**src/rtl/traffic_ctrl.sv**
```systemverilog
// ---------------------------------------------------------------------------
// traffic_ctrl
//   Two-road traffic-light sequencer with a pedestrian walk phase.
//   An external down-counting timer is started by t_start with t_length
//   ticks and reports t_done / t_flicker back to this controller.
//   Green and walk lamps blink while the timer is in its final ticks.
//
// Ports
//   clk        in   clock, rising edge
//   reset      in   asynchronous, active-high reset
//   t_done     in   timer expired (level; stale in the first cycle of a state)
//   t_flicker  in   timer in its final ticks (level; stale in the first cycle)
//   ped_req    in   pedestrian request, sampled every cycle
//   t_start    out  one-cycle pulse in the first cycle of every state but INIT
//   t_length   out  timer length for the current state
//   ns_light   out  north-south lamp, one-hot {red,yellow,green}
//   ew_light   out  east-west lamp, one-hot {red,yellow,green}
//   walk       out  pedestrian walk lamp
//
// States
//   state      | meaning
//   -----------+------------------------------------------------------------
//   INIT       | after reset, both red, leaves unconditionally on next edge
//   NS_GREEN   | north-south green, east-west red
//   NS_YELLOW  | north-south yellow, east-west red
//   RED_1      | all red, then walk or east-west green
//   EW_GREEN   | east-west green, north-south red
//   EW_YELLOW  | east-west yellow, north-south red
//   RED_2      | all red, then walk or north-south green
//   WALK       | all red, walk lamp on, then the green recorded in r_dir
// ---------------------------------------------------------------------------
module traffic_ctrl #(
  parameter int G_LEN = 20,
  parameter int Y_LEN = 5,
  parameter int R_LEN = 2,
  parameter int W_LEN = 15
) (
  input  logic       clk,
  input  logic       reset,
  input  logic       t_done,
  input  logic       t_flicker,
  input  logic       ped_req,
  output logic       t_start,
  output logic [4:0] t_length,
  output logic [2:0] ns_light,
  output logic [2:0] ew_light,
  output logic       walk
);

  // The timer length port is 5 bits wide, so every phase length must fit.
  if (G_LEN < 1 || G_LEN > 31) begin : g_chk_g_len
    $error("traffic_ctrl: G_LEN must be in 1..31");
  end
  if (Y_LEN < 1 || Y_LEN > 31) begin : g_chk_y_len
    $error("traffic_ctrl: Y_LEN must be in 1..31");
  end
  if (R_LEN < 1 || R_LEN > 31) begin : g_chk_r_len
    $error("traffic_ctrl: R_LEN must be in 1..31");
  end
  if (W_LEN < 1 || W_LEN > 31) begin : g_chk_w_len
    $error("traffic_ctrl: W_LEN must be in 1..31");
  end

  localparam logic [4:0] LEN_G = 5'(G_LEN);
  localparam logic [4:0] LEN_Y = 5'(Y_LEN);
  localparam logic [4:0] LEN_R = 5'(R_LEN);
  localparam logic [4:0] LEN_W = 5'(W_LEN);

  localparam logic [2:0] LIGHT_RED = 3'b100;
  localparam logic [2:0] LIGHT_YEL = 3'b010;
  localparam logic [2:0] LIGHT_GRN = 3'b001;

  localparam logic DIR_NS = 1'b0;
  localparam logic DIR_EW = 1'b1;

  typedef enum logic [2:0] {
    INIT,
    NS_GREEN,
    NS_YELLOW,
    RED_1,
    EW_GREEN,
    EW_YELLOW,
    RED_2,
    WALK
  } state_t;

  state_t     r_state;
  logic       r_first;
  logic       r_blink;
  logic       r_ped_pend;
  logic       r_dir;
  logic [4:0] r_len;
  logic [2:0] r_ns;
  logic [2:0] r_ew;
  logic       r_walk;

  state_t     w_next;
  logic       w_adv;
  logic       w_ped;
  logic       w_blink_en;
  logic       w_dark;

  // Per-state decode, applied to the next state so the lamp and length
  // registers already hold the right values in the first cycle of a state.
  function automatic logic [4:0] f_len(input state_t s);
    case (s)
      NS_GREEN, EW_GREEN:   f_len = LEN_G;
      NS_YELLOW, EW_YELLOW: f_len = LEN_Y;
      RED_1, RED_2:         f_len = LEN_R;
      WALK:                 f_len = LEN_W;
      default:              f_len = 5'd0;
    endcase
  endfunction

  function automatic logic [2:0] f_ns(input state_t s);
    case (s)
      NS_GREEN:  f_ns = LIGHT_GRN;
      NS_YELLOW: f_ns = LIGHT_YEL;
      default:   f_ns = LIGHT_RED;
    endcase
  endfunction

  function automatic logic [2:0] f_ew(input state_t s);
    case (s)
      EW_GREEN:  f_ew = LIGHT_GRN;
      EW_YELLOW: f_ew = LIGHT_YEL;
      default:   f_ew = LIGHT_RED;
    endcase
  endfunction

  // A request arriving in the last cycle of an all-red phase still counts.
  assign w_ped = r_ped_pend | ped_req;

  // Timer feedback is stale in the first cycle of a state, so only a
  // non-first t_done may end a timed state.
  assign w_adv = (r_state == INIT) || (!r_first && t_done);

  assign w_blink_en = !r_first && t_flicker &&
                      (r_state == NS_GREEN || r_state == EW_GREEN || r_state == WALK);

  always_comb begin
    w_next = r_state;
    case (r_state)
      INIT:      w_next = NS_GREEN;
      NS_GREEN:  w_next = NS_YELLOW;
      NS_YELLOW: w_next = RED_1;
      RED_1:     w_next = w_ped ? WALK : EW_GREEN;
      EW_GREEN:  w_next = EW_YELLOW;
      EW_YELLOW: w_next = RED_2;
      RED_2:     w_next = w_ped ? WALK : NS_GREEN;
      WALK:      w_next = (r_dir == DIR_EW) ? EW_GREEN : NS_GREEN;
      default:   w_next = INIT;
    endcase
  end

  always_ff @(posedge clk or posedge reset) begin
    if (reset) begin
      r_state    <= INIT;
      r_first    <= 1'b0;
      r_blink    <= 1'b0;
      r_ped_pend <= 1'b0;
      r_dir      <= DIR_NS;
      r_len      <= 5'd0;
      r_ns       <= LIGHT_RED;
      r_ew       <= LIGHT_RED;
      r_walk     <= 1'b0;
    end else begin
      r_first <= 1'b0;

      if (ped_req && r_state != WALK) begin
        r_ped_pend <= 1'b1;
      end

      if (w_blink_en) begin
        r_blink <= ~r_blink;
      end

      // State entry overrides the per-cycle updates above.
      if (w_adv) begin
        r_state <= w_next;
        r_first <= 1'b1;
        r_blink <= 1'b0;
        r_len   <= f_len(w_next);
        r_ns    <= f_ns(w_next);
        r_ew    <= f_ew(w_next);
        r_walk  <= (w_next == WALK);
        if (w_next == WALK) begin
          r_ped_pend <= 1'b0;
          r_dir      <= (r_state == RED_1) ? DIR_EW : DIR_NS;
        end
      end
    end
  end

  // Blink only ever masks the green bit and the walk lamp; r_blink can only
  // be set in green or WALK and is cleared on every entry.
  assign w_dark = t_flicker & r_blink;

  assign t_start  = r_first;
  assign t_length = r_len;
  assign ns_light = {r_ns[2:1], r_ns[0] & ~w_dark};
  assign ew_light = {r_ew[2:1], r_ew[0] & ~w_dark};
  assign walk     = r_walk & ~w_dark;

endmodule

```
**config.mk**
```make
export PLATFORM = sky130hd
export DESIGN_NAME = traffic_ctrl
export DESIGN_NICKNAME = d
export VERILOG_FILES = /design/src/rtl/traffic_ctrl.sv
export SDC_FILE = /design/constraint.sdc
export NUM_CORES = 1
export LEC_CHECK = 0
export ABC_AREA = 1
export CAP_MARGIN = 20
export CORE_MARGIN = 10
export CORE_UTILIZATION = 35
export CTS_CLUSTER_DIAMETER = 150
export DETAILED_ROUTE_END_ITERATION = 12
export SLEW_MARGIN = 20
export SYNTH_ARGS = -nofsm -noshare
export SYNTH_HDL_FRONTEND = slang
export SYNTH_SLANG_ARGS = --single-unit
```
**constraint.sdc**
```tcl
create_clock -name clk -period 1.7 [get_ports clk]
set_input_delay 0.17 -clock clk [delete_from_list [all_inputs] [get_ports clk]]
set_output_delay 0.17 -clock clk [all_outputs]
set_load 0.01 [all_outputs]
```
==> Word level (Yosys, flattened, before mapping) <==
Index checks and enable logic that the tools add are counted.
{ "totals": {"regBits": 19, "out_inout_bits": 13} }
{ "classes": {"eq_ne": 15, "n_mux": 14, "n_bitwise": 7, "n_reduce_logical": 14} }
{ "ops": {"columns": ["cell", "n"], "rows": [
  ["== test 3 bit (second input constant)", 8],
  ["one-hot mux 3 bit (8 select lines)", 1],
  ["one-hot mux 5 bit (4 select lines)", 1],
  ["== test 3 x 2 -> 1 bit (second input constant)", 4],
  ["one-hot mux 3 bit (2 select lines)", 2],
  ["two-way mux 1 bit", 7],
  ["== test 3 x 1 -> 1 bit (second input constant)", 2],
  ["two-way mux 3 bit", 2],
  ["OR reduction 2 bit", 3],
  ["AND 1 bit", 4],
  ["logical AND 1 bit", 4],
  ["logical NOT 3 bit", 1],
  ["logical OR 1 bit", 3],
  ["inequality test 3 bit (second input constant)", 1],
  ["two-way mux 2 bit", 1],
  ["inverter 1 bit", 2],
  ["AND reduction 2 bit", 1],
  ["nonzero test 2 bit", 1],
  ["logical NOT 1 bit", 1],
  ["OR 1 bit", 1]
]} }

==> Longest topological paths before layout <==
Gate-level depths: netlist of the first run.
{ "logic_depth": {"depth_word": 6, "depth_mapped": 9, "mapped_depth_nobuf": 9} }

==> Worst setup path before layout of the first run <==
No wires, ideal clock.
{ "synth_path": {"kind": "reg2reg", "from": "register r_state[0]", "to": "register r_dir", "arrival_time_ps": 1074, "slack_ps": 509, "stages_incl_launch_ff": 9, "synth_period_minus_slack_ps": 1191, "path_cell_list": "dfrtp_1 > buf_2 > inv_1 > nor2_1 > nand2_1 > nand4_1 > nand3_2 > nand2_1 > nand2_1"} }
{ "synth_between": {"elab_chain_len": 4} }
{ "synth_lines": {"columns": ["element", "line_no", "rtl"], "rows": [
  ["start: declaration", "87", "state_t r_state;"],
  ["start signal: assignment", "180", "r_state <= w_next;"],
  ["== test 3 bit, or another cell as far along", "143", "case (r_state)"],
  ["one-hot mux 3 bit (8 select lines)", "143", null],
  ["== test 3 bit", "187", "if (w_next == WALK) begin"],
  ["AND reduction 2 bit (no line)", null, null],
  ["end signal: assignment", "189", "r_dir <= (r_state == RED_1) ? DIR_EW : DIR_NS;"],
  ["end: declaration", "91", "logic r_dir;"]
]} }
Parallel ways exist; a longest one is shown, timed or not.
A chain may end at the register's enable or synchronous reset.

==> Worst setup path in the final report of the first run <==
{ "layout_path": {"from": "register r_blink", "to": "output ns_light[0]"} }
{ "layout_between": {"elab_chain_len": 3} }
{ "layout_lines": {"columns": ["element", "line_no", "rtl"], "rows": [
  ["start: declaration", "89", "logic r_blink;"],
  ["start signal: assignment", "175", "r_blink <= ~r_blink;"],
  ["AND 1 bit", "197", "assign w_dark = t_flicker & r_blink;"],
  ["inverter 1 bit", "201", "assign ns_light = {r_ns[2:1], r_ns[0] & ~w_dark};"],
  ["AND 1 bit", "201", null],
  ["end: declaration", "45", "output logic [2:0] ns_light,"]
]} }
Every way passes these cells.

==> impl_metrics.env, run 1 <==
export IMPL_min_path_type="in -> async"
export IMPL_setup_viol=0
export IMPL_synth_top_cell_area_share_pct=43.59
export IMPL_grt_max_degree=20
export IMPL_tightestPinTransition_ns=0.3605
export IMPL_remaining_drc_errors=0
export IMPL_required_ns=1.53
export IMPL_antennaDiodeCount=0
export IMPL_stdcell_area_um2=1182
export IMPL_postCtsSetupBuffers=0
export IMPL_worstSkewPairLatency_ns=0.29
export IMPL_synth_ff_type="dfrtp_1"
export IMPL_firstDrtPassIters=4
export IMPL_fin_nets=150
export IMPL_synth_warnings=0
export IMPL_grt_util_all_layers_pct=9.270
export IMPL_synth_seq_area_share_pct=48.97
export IMPL_placedCellCount=171
export IMPL_syn_to_final_growth_pct=21.15
export IMPL_ir_drop_uv=999.8
export IMPL_fp_dieW_um=72.81
export IMPL_numCtsBuffers=3
export IMPL_start_util_pct=36.01
export IMPL_power_mw=2.345
export IMPL_post_route_period_util_pct=93.63
export IMPL_path_class="reg -> out"
export IMPL_fin_util_pct=43.63
export IMPL_syn_area_per_cell_um2=7.685
export IMPL_layout_cells_non_filler=175
export IMPL_synth_edff_count=0
export IMPL_ios=18
export IMPL_finalMaxSlewViolations=0
export IMPL_p_per_area_nw_per_um2=1983
export IMPL_drt_iter0_drc=20
export IMPL_ant_nets=0
export IMPL_clk_pin_slew_ns=0.11
export IMPL_num_rows=19
export IMPL_ys_top_cells_by_count="nand2_1, inv_1, dfrtp_1"
export IMPL_grt_pass1_wl_um=4064
export IMPL_overflow=0
export IMPL_fill_cells=306
export IMPL_synth_largest_area_cell="dfrtp_1"
export IMPL_synth_area_um2=975.9
export IMPL_htreeDepth=1
export IMPL_postPlaceCellArea_um2=1156
export IMPL_yosysMostFrequentCell="nand2_1"
export IMPL_rsz0062_at_grt="false"
export IMPL_outcome="finished clean"
export IMPL_tns_ns=0
export IMPL_grt_antenna_before_repair=0
export IMPL_max_freq_mhz=628.3
export IMPL_drive_gt1_share_pct=8.333
export IMPL_max_cap_violations=0
export IMPL_dieArea_um2=5301
export IMPL_clock_path_buffers=2
export IMPL_hold_slack_ns=0.1911
export IMPL_critPathMaxFanout=4
export IMPL_ys_async_sr_fraction_pct=100.0
export IMPL_viasPerCell=4.811
export IMPL_cts_sinks=19
export IMPL_post_drt_wl_per_cell_um=12.80
export IMPL_synth_net_count=132
export IMPL_cts_root_buf="clkbuf_4"
export IMPL_p_leak_nw=0.6101
export IMPL_finalHoldViolations=0
export IMPL_synth_area_top_cells="dfrtp_1, nand2_1, inv_1"
export IMPL_startpoint_type="flip-flop"
export IMPL_fin_crit_ns=1.592
export IMPL_skew_ns=0.0009698
export IMPL_wirelength_um=2240
export IMPL_max_slew_margin_pct=75.88
export IMPL_cts_resized=0
export IMPL_via_count=842
export IMPL_cts_tree="done"
export IMPL_worstPathArrival_ns=1.42
export IMPL_core_um2=2710
export IMPL_layout_setup_ws_ns=0.1083
export IMPL_hpwl_um=1657
export IMPL_postCtsHoldBufs=0
export IMPL_io_buffers=17
export IMPL_place_gp_congestion=0.8650
export IMPL_first_global_vias=909
export IMPL_die_height_um=72.81
export IMPL_ys_seq_elements=19
export IMPL_synth_cell_types=21
export IMPL_synthCells=127
export IMPL_critPathCaptureType="output port"
export IMPL_place_ws_ns=0.1326
-- area by class of cell --
cell class / instances / area (um^2) / share of cell area [%]
flip-flops and latches: 19 / 478.0 / 40.42
multi-input cells: 81 / 371.6 / 31.43
repair buffers: 20 / 192.7 / 16.30
inverters: 20 / 75.07 / 6.349
well taps: 31 / 38.79 / 3.280
clock buffers: 4 / 26.28 / 2.222
-- flip-flops by register name (all words and copies together), names as in the netlist --
register / count
r_blink: 1
r_dir: 1
r_ew: 3
r_ns: 3
r_ped_pend: 1
r_state: 3
r_walk: 1
t_length: 5
t_start: 1
-- cell usage in the layout (no fill, tap or decap), drive strengths merged, types with 3 or more instances in the layout --
master         count
a21oi              5
buf                3
clkbuf             4
clkdlybuf4s50     17
dfrtp             17
inv               20
nand2             40
nand3              7
nor2              12
o21ai              9
-- critical path, stage by stage, from the launching register on --
cell and delay (ns):
dfrtp_1 0.43, a21oi_1 0.14, clkdlybuf4s50_1 0.56
-- worst paths after layout --
check | start | endpoint | slack, ns | cells past startpoint
hold reg to reg | r_ew[2]$_DFFE_PP1P_ | r_ew[2]$_DFFE_PP1P_ | 0.47 | 2
min in group clk | r_ew[2]$_DFFE_PP1P_ | r_ew[2]$_DFFE_PP1P_ | 0.47 | 2
hold / removal | reset | r_ns[1]$_DFFE_PP0P_ | 0.19 | 3
setup reg to reg | r_state[1]$_DFFE_PP0P_ | r_dir$_DFFE_PP0P_ | 0.20 | 6
max in group asynchronous | reset | r_ns[2]$_DFFE_PP1P_ | 1.25 | 3
setup / recovery | r_blink$_DFFE_PP0P_ | ns_light[0] | 0.11 | 2
-- metal layers --
| layer | wire, um | vias to the layer above | GRT usage [%] |
|---|---|---|---|
| met5 | 0 | - | 0 |
| met1 | 1079 | 389 | 11.69 |
| met3 | 229 | 4 | 4.082 |
| met4 | 32 | 0 | 3.165 |
| li1 | - | 424 | - |
| met2 | 898 | 25 | 13.68 |
-- where the power goes --
part / switching, mW / total [mW] / internal (mW) / leakage, nW
Clock: 0.141 / 0.232 / 0.0913 / 0.0150
Combinational: 0.768 / 1.32 / 0.548 / 0.361
Sequential: 0.125 / 0.797 / 0.671 / 0.234
-- logic make-up after synthesis --
group	share of synthesized area (%)
compound gates	11.41
buf+inv	12.95
flops	48.97
simple gates	26.67
No activity file was read; power rests on OpenSTA's default activity.
==> inputs of run 2 (changes only) <==
--- a/config.mk
+++ b/config.mk
@@ -9,6 +9,7 @@
 export CAP_MARGIN = 20
 export CORE_MARGIN = 10
 export CORE_UTILIZATION = 35
+export CTS_BUF_LIST = sky130_fd_sc_hd__clkbuf_16
 export CTS_CLUSTER_DIAMETER = 150
 export DETAILED_ROUTE_END_ITERATION = 12
 export SLEW_MARGIN = 20
==> impl_metrics.env, run 2 (synthesis results as in run 1) <==
export IMPL_outcome="finished clean"
export IMPL_max_cap_violations=0
export IMPL_path_class="reg -> out"
export IMPL_firstDrtPassIters=5
export IMPL_ant_nets=0
export IMPL_tns_ns=0
export IMPL_start_util_pct=36.01
export IMPL_die_height_um=72.81
export IMPL_clock_path_buffers=2
export IMPL_via_count=837
export IMPL_num_rows=19
export IMPL_wirelength_um=2271
export IMPL_syn_to_final_growth_pct=26.54
export IMPL_mostFrequentLayoutCells="nand2_1, inv_1, clkdlybuf4s50_1, dfrtp_1, nor2_1"
export IMPL_max_freq_mhz=652.4
export IMPL_post_route_period_util_pct=90.17
export IMPL_overflow=0
export IMPL_worstPathCellList="a21oi_1 -> clkdlybuf4s50_1"
export IMPL_min_path_type="in -> async"
export IMPL_finalHoldViolations=0
export IMPL_io_buffers=17
export IMPL_fin_nets=150
export IMPL_critPathMaxStageDelay_ns=0.56
export IMPL_htreeDepth=1
export IMPL_clk_pin_slew_ns=0.05
export IMPL_drt_iter0_drc=20
export IMPL_cts_sinks=19
export IMPL_critPathMaxFanout=4
export IMPL_worstPathArrival_ns=1.36
export IMPL_final_common_cell="nand2_1"
export IMPL_grt_pass1_wl_um=4064
export IMPL_ios=18
export IMPL_fill_cells=294
export IMPL_tightestPinTransition_ns=0.3565
export IMPL_core_um2=2710
export IMPL_antennaDiodeCount=0
export IMPL_grt_util_all_layers_pct=9.575
export IMPL_viasPerCell=4.783
export IMPL_grt_max_degree=20
export IMPL_hpwl_um=1657
export IMPL_required_ns=1.53
export IMPL_postCtsHoldBufs=0
export IMPL_max_slew_margin_pct=76.15
export IMPL_startpoint_type="flip-flop"
export IMPL_place_gp_congestion=0.8650
export IMPL_fp_dieW_um=72.81
export IMPL_power_mw=2.598
export IMPL_numCtsBuffers=3
export IMPL_fin_crit_ns=1.533
export IMPL_grt_antenna_before_repair=0
export IMPL_remaining_drc_errors=0
export IMPL_skew_ns=0.001082
export IMPL_critPathCaptureType="output port"
export IMPL_postCtsSetupBuffers=0
export IMPL_rsz0062_at_grt="false"
export IMPL_dieArea_um2=5301
export IMPL_p_per_area_nw_per_um2=2104
export IMPL_drive_gt1_share_pct=8.333
export IMPL_cts_resized=0
export IMPL_finalMaxSlewViolations=0
export IMPL_cts_tree="done"
export IMPL_first_global_vias=904
export IMPL_crit_slowest_cell="clkdlybuf4s50_1"
export IMPL_p_leak_nw=0.6374
export IMPL_post_drt_wl_per_cell_um=12.98
export IMPL_worstSkewPairLatency_ns=0.25
export IMPL_ir_drop_uv=940.4
export IMPL_cts_root_buf="clkbuf_16"
export IMPL_largest_reg_flops=5
export IMPL_setup_viol=0
run 2: critical path, delay by kind of cell (launching register included):
family | cells | cell delay (ns)
buf+inv | 1 | 0.56
flops | 1 | 0.41
compound gates | 1 | 0.14
run 2: layout make-up:
type	instances	area (um^2)	area share, %
Tap cell	31	38.79	3.141
Clock inverter	1	3.754	0.3040
Sequential cell	19	478.0	38.70
Inverter	20	75.07	6.079
Timing Repair Buffer	20	192.7	15.60
Multi-Input combinational cell	81	371.6	30.09
Clock buffer	3	75.07	6.079
run 2: final timing paths:
kind	slack [ns]	endpoint	start	cells past startpoint
setup / recovery	0.17	ns_light[0]	r_blink$_DFFE_PP0P_	2
hold / removal	0.25	t_length[4]$_DFFE_PP0P_	reset	3
setup reg to reg	0.22	r_dir$_DFFE_PP0P_	r_state[1]$_DFFE_PP0P_	6
hold reg to reg	0.47	r_ew[2]$_DFFE_PP1P_	r_ew[2]$_DFFE_PP1P_	2
max in group asynchronous	1.19	r_ns[2]$_DFFE_PP1P_	reset	3
min in group clk	0.47	r_ew[2]$_DFFE_PP1P_	r_ew[2]$_DFFE_PP1P_	2
run 2: power by group:
group | total [mW] | internal (mW) | switching (mW)
registers | 0.801 | 0.674 | 0.127
clock network | 0.485 | 0.313 | 0.172
logic | 1.31 | 0.548 | 0.764
total | 2.60 | 1.54 | 1.06
run 2: metal layers:
layer / up-vias / part of all wire (%) / global-route usage (%)
met5: - / 0 / 0
met4: 0 / 2.9 / 5.063
met3: 5 / 10 / 4.490
met2: 25 / 39 / 13.58
met1: 384 / 48 / 11.69
li1: 423 / - / -
run 2: through the flow:
stage | hold slack [ns] | cells | cell area [um^2] | setup WS (ns) | utilization (%)
finish | 0.2472 | 175 | 1235 | 0.1671 | 45.57
global route | 0.3132 | 175 | 1235 | 0.05252 | 45.57
CTS | 0.2573 | 175 | 1235 | 0.1487 | 45.57
detailed placement | 0.4603 | 171 | 1156 | 0.1326 | 42.66
global placement | 0.4592 | 171 | 1156 | 0.1616 | 42.66
floorplan | 0.1197 | 127 | 975.9 | 0.5094 | -
==> inputs of run 3 (changes only) <==
--- a/config.mk
+++ b/config.mk
@@ -6,7 +6,6 @@
 export NUM_CORES = 1
 export LEC_CHECK = 0
 export ABC_AREA = 1
-export CAP_MARGIN = 20
 export CORE_MARGIN = 10
 export CORE_UTILIZATION = 35
 export CTS_BUF_LIST = sky130_fd_sc_hd__clkbuf_16
==> constraint.sdc (replaced) <==
create_clock -name clk -period 1.3 [get_ports clk]
set_input_delay 0.13 -clock clk [delete_from_list [all_inputs] [get_ports clk]]
set_output_delay 0.13 -clock clk [all_outputs]
set_load 0.01 [all_outputs]
==> impl_metrics.env, run 3 (synthesis results as in run 1) <==
export IMPL_internal_power_mw=2.308
export IMPL_fill_cells=268
export IMPL_grt_util_all_layers_pct=9.583
export IMPL_htreeDepth=1
export IMPL_critPathMaxFanout=8
export IMPL_rsz0062_at_grt="true"
export IMPL_ios=18
export IMPL_overflow=0
export IMPL_min_path_type="in -> async"
export IMPL_ant_nets=0
export IMPL_required_ns=1.44
export IMPL_post_route_period_util_pct=99.16
export IMPL_crit_family="flip-flops"
export IMPL_startpoint_type="flip-flop"
export IMPL_max_cap_violations=0
export IMPL_drive_gt1_share_pct=31.41
export IMPL_firstDrtPassIters=4
export IMPL_critPathCaptureType="flip-flop"
export IMPL_worstSkewPairLatency_ns=0.25
export IMPL_path_class="reg -> reg"
export IMPL_die_height_um=72.81
export IMPL_grt_max_degree=20
export IMPL_tns_ns=0
export IMPL_path_common_cell="buf_4"
export IMPL_grt_pass1_wl_um=4050
export IMPL_mostFrequentLayoutCells="nand2_1, inv_1, dfrtp_1, buf_4, nand2_2"
export IMPL_viasPerCell=4.813
export IMPL_postCtsHoldBufs=0
export IMPL_tightestPinTransition_ns=0.2488
export IMPL_worstPathArrival_ns=1.43
export IMPL_cts_root_buf="clkbuf_16"
export IMPL_grt_antenna_before_repair=0
export IMPL_fin_nets=162
export IMPL_remaining_drc_errors=0
export IMPL_finalHoldViolations=0
export IMPL_cts_tree="done"
export IMPL_fin_crit_ns=1.289
export IMPL_setup_viol=0
export IMPL_max_slew_margin_pct=83.42
export IMPL_p_switching_mw=1.663
export IMPL_largest_reg_flops=5
export IMPL_p_per_area_nw_per_um2=2719
export IMPL_start_util_pct=36.01
export IMPL_hpwl_um=1752
export IMPL_drt_iter0_drc=40
export IMPL_dieArea_um2=5301
export IMPL_post_drt_wl_per_cell_um=13.14
export IMPL_core_um2=2710
export IMPL_pwr_share_seq_pct=26.7
export IMPL_syn_to_final_growth_pct=49.62
export IMPL_antennaDiodeCount=0
export IMPL_io_buffers=17
export IMPL_num_rows=19
export IMPL_numCtsBuffers=3
export IMPL_clk_pin_slew_ns=0.05
export IMPL_final_common_cell="nand2_1"
export IMPL_clock_path_buffers=2
export IMPL_first_global_vias=889
export IMPL_cts_sinks=19
export IMPL_place_gp_congestion=0.9364
export IMPL_combPwrFrac_pct=57.5
export IMPL_worst_path_buf_inv=3
export IMPL_p_sw_share_pct=41.88
export IMPL_max_freq_mhz=775.8
export IMPL_critPathMaxStageDelay_ns=0.40
export IMPL_outcome="finished clean"
export IMPL_skew_ns=0.001559
export IMPL_worstPathCellList="nor2_1 -> buf_4 -> a21oi_4 -> inv_4 -> buf_4 -> nand4_1 -> nand2_1"
export IMPL_fp_dieW_um=72.81
export IMPL_place_ws_ns=-0.1999
export IMPL_layout_setup_ws_ns=0.01094
export IMPL_via_count=900
export IMPL_finalMaxSlewViolations=0
export IMPL_fin_util_pct=53.88
export IMPL_clock_power_share_pct=15.8
export IMPL_wirelength_um=2457
export IMPL_p_leak_nw=0.8084
export IMPL_crit_slowest_cell="dfrtp_1"
export IMPL_ir_drop_uv=1486
export IMPL_power_mw=3.971
[run 3: cell count changes in the layout (fill, tap and decap cells not counted), sizes merged]
cell,delta
buf,+12
clkdlybuf4s50,-12
dlymetal6s2s,+6
dlygate4sd2,+5
clkdlybuf4s15,+1
clkinv,+1
inv,-1
[run 3: path summary, 6_finish.rpt]
check	startpoint	slack, ns	depth (start not counted)	end
hold / removal	reset	0.22	3	r_ew[0]$_DFFE_PP0P_
hold reg to reg	r_ew[2]$_DFFE_PP1P_	0.46	2	r_ew[2]$_DFFE_PP1P_
setup reg to reg	r_state[1]$_DFFE_PP0P_	0.01	7	r_dir$_DFFE_PP0P_
min in group clk	r_ew[2]$_DFFE_PP1P_	0.46	2	r_ew[2]$_DFFE_PP1P_
max in group asynchronous	reset	0.82	3	r_ew[2]$_DFFE_PP1P_
setup / recovery	r_state[1]$_DFFE_PP0P_	0.01	7	r_dir$_DFFE_PP0P_
[run 3: stage by stage]
stage                     hold WS [ns]  instances  instance area [um^2]
final                           0.2177        187                  1460
after global routing            0.2518        187                  1460
after CTS                       0.2244        186                  1331
after detailed placement        0.4597        181                  1231
after global placement          0.4577        181                  1231
after floorplan                0.07965        127                 975.9
[run 3: timing repair]
item / CTS / global route
resized for setup: 14 / 38
pin swaps: 2 / 10
gates cloned: 1 / 0
setup buffers: 0 / 1
endpoints found under the hold margin: 0 / 0
endpoints found under the setup margin: 13 / 24
[run 3: layer usage]
metal  GRT usage (%)  part of all wire (%)  routed length (um)  vias to the layer above
li1                -                     -                   -                      456
met1           10.85                    44                1078                      419
met2           15.03                    46                1118                       25
met3           5.986                    11                 260                        0
met4           1.899                     0                   0                        0
met5               0                     0                   0                        -
[run 3: layout make-up]
cell class | instances | area (um^2) | share of cell area [%]
clock inverters | 1 | 5.005 | 0.3428
well taps | 31 | 38.79 | 2.656
clock buffers | 3 | 75.07 | 5.141
flip-flops and latches | 19 | 479.2 | 32.82
repair buffers | 32 | 300.3 | 20.57
inverters | 20 | 82.58 | 5.656
multi-input cells | 81 | 479.2 | 32.82
[run 3: worst register-to-register path, cell delays in order (launching register included)]
cell	delay (ns)
dfrtp_1	0.40
nor2_1	0.07
buf_4	0.15
a21oi_4	0.16
inv_4	0.08
buf_4	0.15
nand4_1	0.10
nand2_1	0.06
[run 3: power groups by stage]
stage | logic (mW) | clock network, mW | registers [mW]
after floorplan | 1.17 | 0 | 1.06
after global placement | 1.94 | 0 | 1.04
after detailed placement | 1.97 | 0 | 1.05
after CTS | 2.01 | 0.646 | 1.05
after global routing | 2.54 | 0.674 | 1.10
final | 2.28 | 0.629 | 1.06
==> RTL change 1, RTL diff (settings of run 1) <==
Register the outputs `ns_light`, `ew_light` and `walk`, with the module's reset; this adds one clock of latency there. The other outputs are not delayed to match.
--- a/src/rtl/traffic_ctrl.sv
+++ b/src/rtl/traffic_ctrl.sv
@@ -200,5 +200,13 @@
   assign t_length = r_len;
-  assign ns_light = {r_ns[2:1], r_ns[0] & ~w_dark};
-  assign ew_light = {r_ew[2:1], r_ew[0] & ~w_dark};
-  assign walk     = r_walk & ~w_dark;
+  always_ff @(posedge clk or posedge reset) begin
+    if (reset) begin
+      ns_light <= '0;
+      ew_light <= '0;
+      walk     <= '0;
+    end else begin
+      ns_light <= {r_ns[2:1], r_ns[0] & ~w_dark};
+      ew_light <= {r_ew[2:1], r_ew[0] & ~w_dark};
+      walk     <= r_walk & ~w_dark;
+    end
+  end
 
Behaviour: not the same (Yosys sat finds a counterexample within 4 cycles, from zero or initial values and one cycle with reset high).
==> RTL change 1 against run 1 <==
- routed wire length rose by 1.1%
- clock skew rose by 0.0025 ns
- total power rose by 18%
- synthesized cell count rose by 1.6%
- final area rose by 18%
- sequential power rose by 32%
- count of clock-buffer cells in the layout fell by 1
- sequential cell count rose by 7
- via count rose by 2.7%
- synthesized area rose by 15%
- worst setup slack improved by 0.13 ns
- critical path type is now reg2reg
- largest cell class unchanged
- highest routed layer unchanged
==> RTL change 1: results (changes against run 1) <==
<table>
<tr><th>Metric</th><th>Value</th></tr>
<tr><th colspan="2">Outcome</th></tr>
<tr><td>Result of the run</td><td>completed</td></tr>
<tr><th colspan="2">Clocking</th></tr>
<tr><td>Clock network latency to the later pin of the worst-skew pair</td><td>0.33 ns (+0.04 ns)</td></tr>
<tr><th colspan="2">Power</th></tr>
<tr><td>Peak ir drop on the vdd network</td><td>0.001131 V (+13%)</td></tr>
<tr><td>Leak pwr</td><td>0.7057 nW (+16%)</td></tr>
<tr><td>Net switching power figure</td><td>1.098 mW (+6.2%)</td></tr>
<tr><th colspan="2">Logic synthesis</th></tr>
<tr><td>Number of nets in the synthesized netlist</td><td>134 (+1.5%)</td></tr>
<tr><td>Mean post-synth cell area</td><td>8.729 µm² (+14%)</td></tr>
<tr><td>Synth cell types</td><td>20 (-4.8%)</td></tr>
<tr><td>Share of Yosys cell area claimed by the top area cell type</td><td>53.33% (+9.7 points)</td></tr>
<tr><th colspan="2">Layout</th></tr>
<tr><td>Fraction of layout instances using a drive strength above 1</td><td>11.33% (+3.0 points)</td></tr>
<tr><td>Layout net count</td><td>156 (+4.0%)</td></tr>
<tr><th colspan="2">Setup path</th></tr>
<tr><td>Worst R2R Setup Slack</td><td>0.24 ns (+0.04 ns)</td></tr>
<tr><td>Data arrival, critical path</td><td>1.68 ns (+0.26 ns)</td></tr>
<tr><td>Top delay family on crit path</td><td>flip-flops</td></tr>
<tr><th colspan="2">Global routing</th></tr>
<tr><td>Vias in the first global route</td><td>872 (-4.1%)</td></tr>
<tr><td>First-pass GRT wire length</td><td>4.133 mm (+1.7%)</td></tr>
<tr><th colspan="2">Routing</th></tr>
<tr><td>Number of violations reported at the end of detailed-routing iteration 0</td><td>80 (+300%)</td></tr>
<tr><td>Mean routed wirelength per cell</td><td>11.67 µm (-8.8%)</td></tr>
<tr><td>Via count normalized by instance count</td><td>4.459 (-7.3%)</td></tr>
<tr><td>Total wire length</td><td>2.264 mm (+1.1%)</td></tr>
<tr><th colspan="2">Placement</th></tr>
<tr><td>Routability Congestion</td><td>0.9047 (+4.6%)</td></tr>
<tr><td>Worst slack at placement</td><td>0.1867 ns (+0.05413 ns)</td></tr>
<tr><td>Placed Cells</td><td>190 (+11%)</td></tr>
<tr><td>Detailed Place HPWL</td><td>1.636 mm (-1.2%)</td></tr>
<tr><th colspan="2">Timing</th></tr>
<tr><td>Post-route worst hold slack</td><td>0.1858 ns (-0.005298 ns)</td></tr>
</table>
## RTL change 1: cell types whose count changed after synthesis, moves of 2 or more
cell,before,now
dfrtp_1,17,24
buf_4,4,1
buf_2,2,0
inv_1,18,16
nand2_1,40,42
nand4_1,2,0
nor2_1,12,14
o21ai_1,4,2
## RTL change 1: cells by family (layout without fill, tap and decap cells)
logic type | count (synthesis) | in the layout | share of synthesized area, %
AO/OA/AOI/OAI | 16 | 16 | 9.334
buffers and inverters | 22 | 43 | 9.000
flip-flops | 26 | 26 | 58.00
AND/OR/NAND/NOR | 65 | 65 | 23.67
## RTL change 1: cell type report
cell class,count,share of cell area (%)
Sequential cell,26,46.77
Multi-Input combinational cell,81,26.61
Timing Repair Buffer,20,13.80
Inverter,19,5.108
Tap cell,44,3.943
Clock inverter,1,2.151
Clock buffer,3,1.613
## RTL change 1: power groups by stage
stage / clock, mW / sequential, mW / combinational, mW
after floorplan: 0 / 1.08 / 0.832
after global placement: 0 / 1.05 / 1.28
after detailed placement: 0 / 1.06 / 1.29
after CTS: 0.444 / 1.05 / 1.30
after global routing: 0.470 / 1.09 / 1.47
final: 0.430 / 1.05 / 1.28
## RTL change 1: final timing paths
| check | startpoint | end | cells past startpoint |
|---|---|---|---|
| max | r_state[2] | r_walk | 5 |
| min | reset | t_length[0] | 3 |
| max reg2reg | r_state[2] | r_walk | 5 |
| min reg2reg | r_ew[1] | ew_light[1] | 0 |
| max in group asynchronous | reset | r_ns[2] | 3 |
| min in group clk | r_ew[1] | ew_light[1] | 0 |
## RTL change 1: routing by layer
metal,part of all wire (%),vias to the layer above,GRT usage (%)
li1,-,437,-
met1,48,399,10.61
met2,43,27,12.31
met3,8.0,2,3.730
met4,0.57,0,1.673
met5,0,-,0
==> RTL change 2, RTL diff (flow settings as in run 1) <==
Made on the original files. Change the parameter `W_LEN` from 15 to 7.
--- a/src/rtl/traffic_ctrl.sv
+++ b/src/rtl/traffic_ctrl.sv
@@ -35,3 +35,3 @@
   parameter int R_LEN = 2,
-  parameter int W_LEN = 15
+  parameter int W_LEN = 7
 ) (
Check against the original RTL: not equivalent (Yosys sat finds a counterexample within 10 cycles, from zero or initial values and one cycle with reset high).
==> RTL change 2 against run 1 <==
- sequential cell count fell by 1
- highest routed layer unchanged
- first-iteration DRC count up 60%
- routed wire length fell by 5.0%
- synthesized area down 1.3%
- total power increased by 5.6%
- critical path type unchanged
- die area down 0.93%
- worst setup slack got worse by 0.0045 ns
- count of clock-buffer cells in the layout did not move
- largest cell class unchanged
- sequential share of layout area decreased by 1.8 points
- via count fell by 5.3%
- final area fell by 0.74%
- global-route usage is 0.92 points lower
==> RTL change 2: results (changes against run 1) <==
<table>
<tr><th>Metric</th><th>Value</th></tr>
<tr><th colspan="2">Global routing</th></tr>
<tr><td>Vias in the first global route</td><td>811 (-11%)</td></tr>
<tr><td>Largest net degree at the start of global routing</td><td>19 (-5.0%)</td></tr>
<tr><td>Gr usage total</td><td>8.347% (-0.92 points)</td></tr>
<tr><td>First-pass GRT wire length</td><td>3.594 mm (-12%)</td></tr>
<tr><th colspan="2">Placement</th></tr>
<tr><td>Placed Cells</td><td>162 (-5.3%)</td></tr>
<tr><td>Port bufs</td><td>16 (-1)</td></tr>
<tr><td>Worst slack at placement</td><td>0.1743 ns (+0.04171 ns)</td></tr>
<tr><td>Routability Congestion</td><td>0.8472 (-2.1%)</td></tr>
<tr><td>Detailed Place HPWL</td><td>1.544 mm (-6.8%)</td></tr>
<tr><th colspan="2">Setup path</th></tr>
<tr><td>Cells on worst reg2reg path</td><td>7 (+1)</td></tr>
<tr><th colspan="2">Routing</th></tr>
<tr><td>Via count normalized by instance count</td><td>4.744 (-1.4%)</td></tr>
<tr><td>Via count</td><td>797 (-5.3%)</td></tr>
<tr><td>Total wire length</td><td>2.128 mm (-5.0%)</td></tr>
<tr><td>Number of violations reported at the end of detailed-routing iteration 0</td><td>32 (+60%)</td></tr>
<tr><th colspan="2">Timing</th></tr>
<tr><td>Setup skew after layout</td><td>0.007399 ns (+0.006429 ns)</td></tr>
<tr><td>Hold Fails Final Rpt</td><td>0 (unchanged)</td></tr>
<tr><th colspan="2">Logic synthesis</th></tr>
<tr><td>Most frequent cells after synthesis</td><td>nand2_1, dfrtp_1, inv_1, nor2_1, a21oi_1</td></tr>
<tr><td>Synth Instances</td><td>121 (-4.7%)</td></tr>
<tr><td>Sequential area share after synthesis</td><td>47.01% (-2.0 points)</td></tr>
<tr><td>Top area cells in the synthesized netlist</td><td>dfrtp_1, nand2_1, dfstp_2, buf_4, inv_1</td></tr>
<tr><td>Number of nets in the synthesized netlist</td><td>126 (-4.5%)</td></tr>
<tr><td>Synth cell types</td><td>24 (+14%)</td></tr>
<tr><th colspan="2">Power</th></tr>
<tr><td>Peak ir drop on the vdd network</td><td>0.0008448 V (-16%)</td></tr>
<tr><td>Leak pwr</td><td>0.5864 nW (-3.9%)</td></tr>
<tr><th colspan="2">Layout</th></tr>
<tr><td>Layout net count</td><td>144 (-4.0%)</td></tr>
<tr><td>Fraction of layout instances using a drive strength above 1</td><td>15.94% (+7.6 points)</td></tr>
<tr><td>Number of flip-flops under the largest register name</td><td>4 (-1)</td></tr>
<tr><th colspan="2">Outcome</th></tr>
<tr><td>Result of the run</td><td>completed</td></tr>
</table>
-- RTL change 2: per-layer routing --
metal / global-route usage (%) / share of wire (%)
met5: 0 / 0
met4: 4.852 / 2.1
met3: 3.537 / 8.6
met2: 12.54 / 44
met1: 9.693 / 46
-- RTL change 2: area by class of cell --
| type | instances | area [µm²] |
|---|---|---|
| Clock buffer | 4 | 36.28 |
| Tap cell | 30 | 37.54 |
| Sequential cell | 18 | 452.9 |
| Inverter | 13 | 48.80 |
| Fill cell | 266 | 1371 |
| Multi-Input combinational cell | 83 | 405.4 |
| Timing Repair Buffer | 20 | 192.7 |
-- RTL change 2: worst paths after layout --
path | startpoint | endpoint | slack (ns)
worst min-delay path | reset | t_start | 0.18
worst max register to register | r_state[2] | t_length[2] | 0.21
max in group asynchronous | reset | r_ew[2] | 1.25
min in group clk | r_ew[2] | r_ew[2] | 0.48
worst max-delay path | r_blink | ns_light[0] | 0.10
worst min register to register | r_ew[2] | r_ew[2] | 0.48
-- RTL change 2: repair_timing --
action	4_1_cts	5_1_grt
gates resized for setup	0	1
buffers inserted	0	2
setup endpoints to repair	0	2
-- RTL change 2: per-stage QoR --
step | power, mW | hold WS, ns | cell area, µm²
final | 2.476 | 0.1834 | 1174
after global routing | 2.748 | 0.2036 | 1174
after CTS | 2.462 | 0.1936 | 1156
after detailed placement | 2.178 | 0.4662 | 1120
after global placement | 2.165 | 0.4602 | 1120
after floorplan | 1.784 | 0.1071 | 963.4
-- RTL change 2: critical path, delay by kind of cell, from the launching register on --
kind / cells / cell delay, ns
buf+inv: 1 / 0.56
flops: 1 / 0.41
compound gates: 1 / 0.17
-- RTL change 2: report_power, final --
group	switching [mW]	internal, mW
clock network	0.137	0.131
logic	0.821	0.590
registers	0.150	0.647
total	1.11	1.37
-- RTL change 2: cell families (layout without fill, tap and decap cells) --
family | count (synthesis) | count (layout) | share of synthesized area, %
AOI/OAI and AO/OA | 22 | 22 | 14.29
buffers and inverters | 20 | 37 | 10.91
DFF | 18 | 18 | 47.01
other | 1 | 1 | 0.3892
and+or+nand+nor | 60 | 60 | 27.40
